[config.mk]
export PLATFORM = sky130hd
export DESIGN_NAME = cos_arbiter_flat
export DESIGN_NICKNAME = d
export VERILOG_FILES = /design/src/rtl/cos_arbiter_if.sv /design/src/rtl/cos_arbiter.sv /design/src/flat_wrapper.sv
export SDC_FILE = /design/constraint.sdc
export NUM_CORES = 1
export LEC_CHECK = 0
export ABC_AREA = 1
export BUFFER_PORTS_ARGS = -buffer_cell sky130_fd_sc_hd__buf_4
export CAP_MARGIN = 20
export CORE_AREA = 8 8 82 84
export CTS_CLUSTER_SIZE = 30
export DETAILED_ROUTE_END_ITERATION = 16
export DIE_AREA = 0 0 90 92
export PLACE_DENSITY_LB_ADDON = 0.12
export SKIP_CTS_REPAIR_TIMING = 1
export SYNTH_ARGS = -nofsm -noshare
export SYNTH_HDL_FRONTEND = slang
export SYNTH_SLANG_ARGS = --single-unit
[constraint.sdc]
create_clock -name clk -period 1.9 [get_ports clk]
set_input_delay 0.38 -clock clk [delete_from_list [all_inputs] [get_ports clk]]
set_output_delay 0.38 -clock clk [all_outputs]
set_load 0.02 [all_outputs]
[src/rtl/cos_arbiter_if.sv]
// rtl/cos_arbiter_if.sv - request, ROM and response signals shared by cos_arbiter and its environment
// req_sin exists only when COS_ARB_SIN_EN is defined.
interface cos_arbiter_if #(
  parameter int N_REQ = 4,
  parameter int ID_W  = 2
);
  logic [N_REQ-1:0]    req_valid;
  logic [12*N_REQ-1:0] req_angle;
  logic [N_REQ-1:0]    req_ready;
`ifdef COS_ARB_SIN_EN
  logic [N_REQ-1:0]    req_sin;
`endif
  logic [11:0]         rom_angle;
  logic [15:0]         rom_result;
  logic                resp_valid;
  logic                resp_ready;
  logic [15:0]         resp_data;
  logic [ID_W-1:0]     resp_id;

`ifdef COS_ARB_SIN_EN
  modport master (
    output req_valid, req_angle, req_sin, rom_result, resp_ready,
    input  req_ready, rom_angle, resp_valid, resp_data, resp_id
  );
  modport slave (
    input  req_valid, req_angle, req_sin, rom_result, resp_ready,
    output req_ready, rom_angle, resp_valid, resp_data, resp_id
  );
`else
  modport master (
    output req_valid, req_angle, rom_result, resp_ready,
    input  req_ready, rom_angle, resp_valid, resp_data, resp_id
  );
  modport slave (
    input  req_valid, req_angle, rom_result, resp_ready,
    output req_ready, rom_angle, resp_valid, resp_data, resp_id
  );
`endif
endinterface

[src/rtl/cos_arbiter.sv]
// rtl/cos_arbiter.sv - round-robin sharing of one combinational cos ROM between N_REQ requesters
// Define COS_ARB_SIN_EN to add a per-request sin option (angle reflected about 90 degrees).
module cos_arbiter #(
  parameter int N_REQ = 4,
  parameter int ID_W  = 2
) (
  input  logic         clk,
  input  logic         rst,
  cos_arbiter_if.slave bus
);
  logic            a_valid;
  logic [ID_W-1:0] a_id;
  logic [ID_W-1:0] last;
  logic [11:0]     rom_angle_q;
  logic            resp_valid_q;
  logic [15:0]     resp_data_q;
  logic [ID_W-1:0] resp_id_q;

  logic            a_load;
  logic            b_load;
  logic            found;
  logic            accept;
  logic [ID_W-1:0] win;
  logic [ID_W-1:0] cand;
  int              cand_i;
  logic [11:0]     win_angle;
  logic [N_REQ-1:0] ready_c;
  logic [11:0]     angles [N_REQ];

  for (genvar k = 0; k < N_REQ; k++) begin : g_angle
    assign angles[k] = bus.req_angle[12*k +: 12];
  end

  assign b_load = a_valid && (!resp_valid_q || bus.resp_ready);
  assign a_load = !a_valid || b_load;

  // Search starts one past the last accepted requester so every requester gets a turn.
  always_comb begin
    found  = 1'b0;
    win    = '0;
    cand_i = 0;
    cand   = '0;
    for (int s = 1; s <= N_REQ; s++) begin
      cand_i = (int'(last) + s) % N_REQ;
      cand   = ID_W'(cand_i);
      if (!found && bus.req_valid[cand]) begin
        found = 1'b1;
        win   = cand;
      end
    end
  end

  always_comb begin
    win_angle = angles[win];
`ifdef COS_ARB_SIN_EN
    if (bus.req_sin[win]) begin
      win_angle = 12'h400 - angles[win];
    end
`endif
  end

  assign accept = found && a_load && !rst;

  always_comb begin
    ready_c = '0;
    if (accept) begin
      ready_c[win] = 1'b1;
    end
  end

  always_ff @(posedge clk) begin
    if (rst) begin
      a_valid      <= 1'b0;
      a_id         <= '0;
      last         <= ID_W'(N_REQ - 1);
      rom_angle_q  <= '0;
      resp_valid_q <= 1'b0;
      resp_data_q  <= '0;
      resp_id_q    <= '0;
    end else begin
      if (a_load) begin
        if (accept) begin
          rom_angle_q <= win_angle;
          a_id        <= win;
          a_valid     <= 1'b1;
          last        <= win;
        end else begin
          a_valid <= 1'b0;
        end
      end
      // B refills from A whenever it is empty or being drained this edge.
      if (b_load) begin
        resp_data_q  <= bus.rom_result;
        resp_id_q    <= a_id;
        resp_valid_q <= 1'b1;
      end else if (bus.resp_ready) begin
        resp_valid_q <= 1'b0;
      end
    end
  end

  assign bus.req_ready  = ready_c;
  assign bus.rom_angle  = rom_angle_q;
  assign bus.resp_valid = resp_valid_q;
  assign bus.resp_data  = resp_data_q;
  assign bus.resp_id    = resp_id_q;
endmodule

[src/flat_wrapper.sv]
// flat-port wrapper written by rule: the top's interface ports become plain ports
module cos_arbiter_flat 
#(
  parameter int N_REQ = 4,
  parameter int ID_W  = 2
)
  (clk, rst, bus_req_valid, bus_req_angle, bus_rom_result, bus_resp_ready, bus_req_ready, bus_rom_angle, bus_resp_valid, bus_resp_data, bus_resp_id);
  cos_arbiter_if #(.N_REQ(N_REQ), .ID_W(ID_W)) bus_i ();
  input  logic clk;
  input  logic rst;
  input wire logic [$bits(bus_i.req_valid)-1:0] bus_req_valid;
  input wire logic [$bits(bus_i.req_angle)-1:0] bus_req_angle;
  input wire logic [$bits(bus_i.rom_result)-1:0] bus_rom_result;
  input wire logic [$bits(bus_i.resp_ready)-1:0] bus_resp_ready;
  output wire logic [$bits(bus_i.req_ready)-1:0] bus_req_ready;
  output wire logic [$bits(bus_i.rom_angle)-1:0] bus_rom_angle;
  output wire logic [$bits(bus_i.resp_valid)-1:0] bus_resp_valid;
  output wire logic [$bits(bus_i.resp_data)-1:0] bus_resp_data;
  output wire logic [$bits(bus_i.resp_id)-1:0] bus_resp_id;
  assign bus_i.req_valid = bus_req_valid;
  assign bus_i.req_angle = bus_req_angle;
  assign bus_i.rom_result = bus_rom_result;
  assign bus_i.resp_ready = bus_resp_ready;
  assign bus_req_ready = bus_i.req_ready;
  assign bus_rom_angle = bus_i.rom_angle;
  assign bus_resp_valid = bus_i.resp_valid;
  assign bus_resp_data = bus_i.resp_data;
  assign bus_resp_id = bus_i.resp_id;
  cos_arbiter #(.N_REQ(N_REQ), .ID_W(ID_W)) u_core (.clk(clk), .rst(rst), .bus(bus_i));
endmodule
==> out/qor.yml <==
run_status:
  status: "finished with violations"
  violations: "setup timing"
timing:
  hold_violations: 0
  fin_crit_sh_pct: 118
  fmax_ghz: 0.445
  setup_slack_ns: -0.346
  period_needed_ns: 2.25
  whs_ns: 0.294
  tns_ns: -1.37
  drv_slew: 0
  maxSlewHeadroom_pct: 68.6
  worst_pin_slew_ns: 0.468
  grt_setup_unrepaired: "true"
  setup_viol: 6
  clock_skew_ns: 0.00298
finish:
  fill_cells: 536
  fin_area_mm2: 0.00336
  final_nets: 527
  final_layout_size_suffix_gt1_share_pct: 39.6
  final_cells: 529
  diodes: 0
  area_growth_pct: 57.9
floorplanning:
  fp.dieW_um: 90
  coreArea_mm2: 0.00541
  row_count: 27
  die_area_mm2: 0.00828
  io_pins: 106
  die_y_um: 92
  initial_utilization_pct: 39.4
placement:
  dpl-instance-area_mm2: 0.00310
  gp_congestion: 0.851
  place.port_buffers: 105
  hpwl_um: 5190
  place_inst: 515
global_routing:
  grt-ovfl-total: 0
  grt_usage_pct: 15.7
  grt_max_degree: 32
  antenna_found_initial: 0
  grt_pass1_wl_um: 11000
  first_global_vias: 2438
synth:
  synth_most_common_cell: "nand2_1"
  synthCells: 338
  synth.largest_area_cell: "dfxtp_1"
  yosysWarningCount: 0
  ys_seq_elements: 36
  async_reset_ff_share_pct: 0
  syn_nets: 409
  synth_edf_count: 0
  synth_ff_type: "dfxtp_1"
  synthDistinctLibCells: 23
  synth.top_cell.area_share_pct: 33.8
  synth_common_cells: "nand2_1, nor2_1, dfxtp_1"
  syn_area_mm2: 0.00213
  synth_area_leaders: "dfxtp_1, nand2_1, nand4_1"
  avgSynthCellArea_um2: 6.30
  yosysSeqAreaShare_pct: 33.8
clock_network:
  root_buffer: "clkbuf_8"
  numCtsBuffers: 5
  cts_sinks: 36
  cts_tree: "done"
  clkLatencyLatePin_ns: 0.28
  clkTransAtPathRegs_ns: 0.06
  clk_path_buf_depth: 2
  htree_levels: 2
power:
  power_density_mw_per_mm2: 2010
  irDropWorstVdd_mv: 1.21
  p_leak_nw: 1.80
setup_path:
  crit_path_top_delay_cell: "dfxtp_4"
  worst-path-max-fanout: 8
  cpPeakStageDelay_ns: 0.36
  critPathBufInv: 4
  arrival_ns: 1.87
  crit_type: "register to output port"
  cp.required_ns: 1.52
  start_kind: "register"
  path_cells: "buf_12 -> inv_8 -> nand2_2 -> nand3_2 -> nand2_4 -> nor2_8 -> nand3_4 -> nand3_4 -> clkinvlp_4 -> nand2_4 -> nor2_4 -> buf_6"
  critPathTopFamily: "simple AND/OR/NAND/NOR gates"
  crit_path_end_kind: "output port"
route:
  postRouteAntennaNets: 0
  vias_per_cell: 4.78
  num_vias: 2526
  wirelength_um: 6960
  drc: 0
  drt_pass1_iterations: 5
  initialDrtViolationCount: 98
  wl_per_cell_um: 13.2
min_path:
  hp-class: "primary input to register"
flow_run:
  maxCapViolCount: 0
[cell type report]
cell class	count	area, µm²	area share [%]
Sequential cell	36	728	21.7
Clock buffer	8	90.1	2.68
Timing Repair Buffer	130	1030	30.6
Inverter	17	82.6	2.46
Tap cell	72	90.1	2.68
Multi-Input combinational cell	266	1340	40.0
[registers in the layout (all words and copies together) (netlist names)]
name / cells
u_core.a_id: 2
u_core.a_valid: 1
u_core.bus.resp_data: 16
u_core.bus.resp_id: 2
u_core.bus.resp_valid: 1
u_core.bus.rom_angle: 12
u_core.last: 2
[per-layer routing]
| metal | GRT usage (%) | vias up | part of all wire (%) |
|---|---|---|---|
| li1 | - | 1320 | - |
| met2 | 24.7 | 114 | 44 |
| met3 | 5.54 | 15 | 8.7 |
| met4 | 7.35 | 0 | 2.3 |
| met1 | 18.7 | 1077 | 45 |
| met5 | 0 | - | 0 |
[metrics by stage]
step	power (mW)	utilization [%]	setup WS (ns)
after global placement	5.78	57.4	-0.0738
after CTS	6.40	59.1	-0.422
after detailed placement	5.83	57.4	-0.0980
after global routing	7.40	62.2	-0.441
after floorplan	4.59	-	-0.0550
final	6.76	62.2	-0.346
[final timing paths]
| check | slack, ns | start | cells after the start | end |
|---|---|---|---|---|
| max | -0.35 | u_core.last[0] | 12 | bus_req_ready[3] |
| min | 0.29 | rst | 2 | u_core.bus.resp_valid |
| max reg2reg | -0.01 | u_core.last[0] | 17 | u_core.bus.rom_angle[9] |
| min reg2reg | 0.46 | u_core.a_id[0] | 2 | u_core.a_id[0] |
[logic make-up after synthesis]
| logic type | share of synthesized area (%) |
|---|---|
| flip-flops | 33.8 |
| AND/OR/NAND/NOR | 50.6 |
| buffers and inverters | 8.64 |
| AO/OA/AOI/OAI | 6.87 |
[placed cells by master, fill, tap and decap left out, drive strengths merged]
cell type	count
a21oi	6
buf	129
clkbuf	9
clkinv	1
clkinvlp	1
dfxtp	36
inv	15
nand2	151
nand3	21
nand4	24
nor2	42
nor3	1
o21ai	21
[report_power, final]
group,internal [mW],total [mW],switching [mW]
registers,1.02,1.18,0.152
clock network,0.295,0.543,0.247
logic,1.98,5.04,3.06
Note: power is estimated with default switching activity, not from simulation.
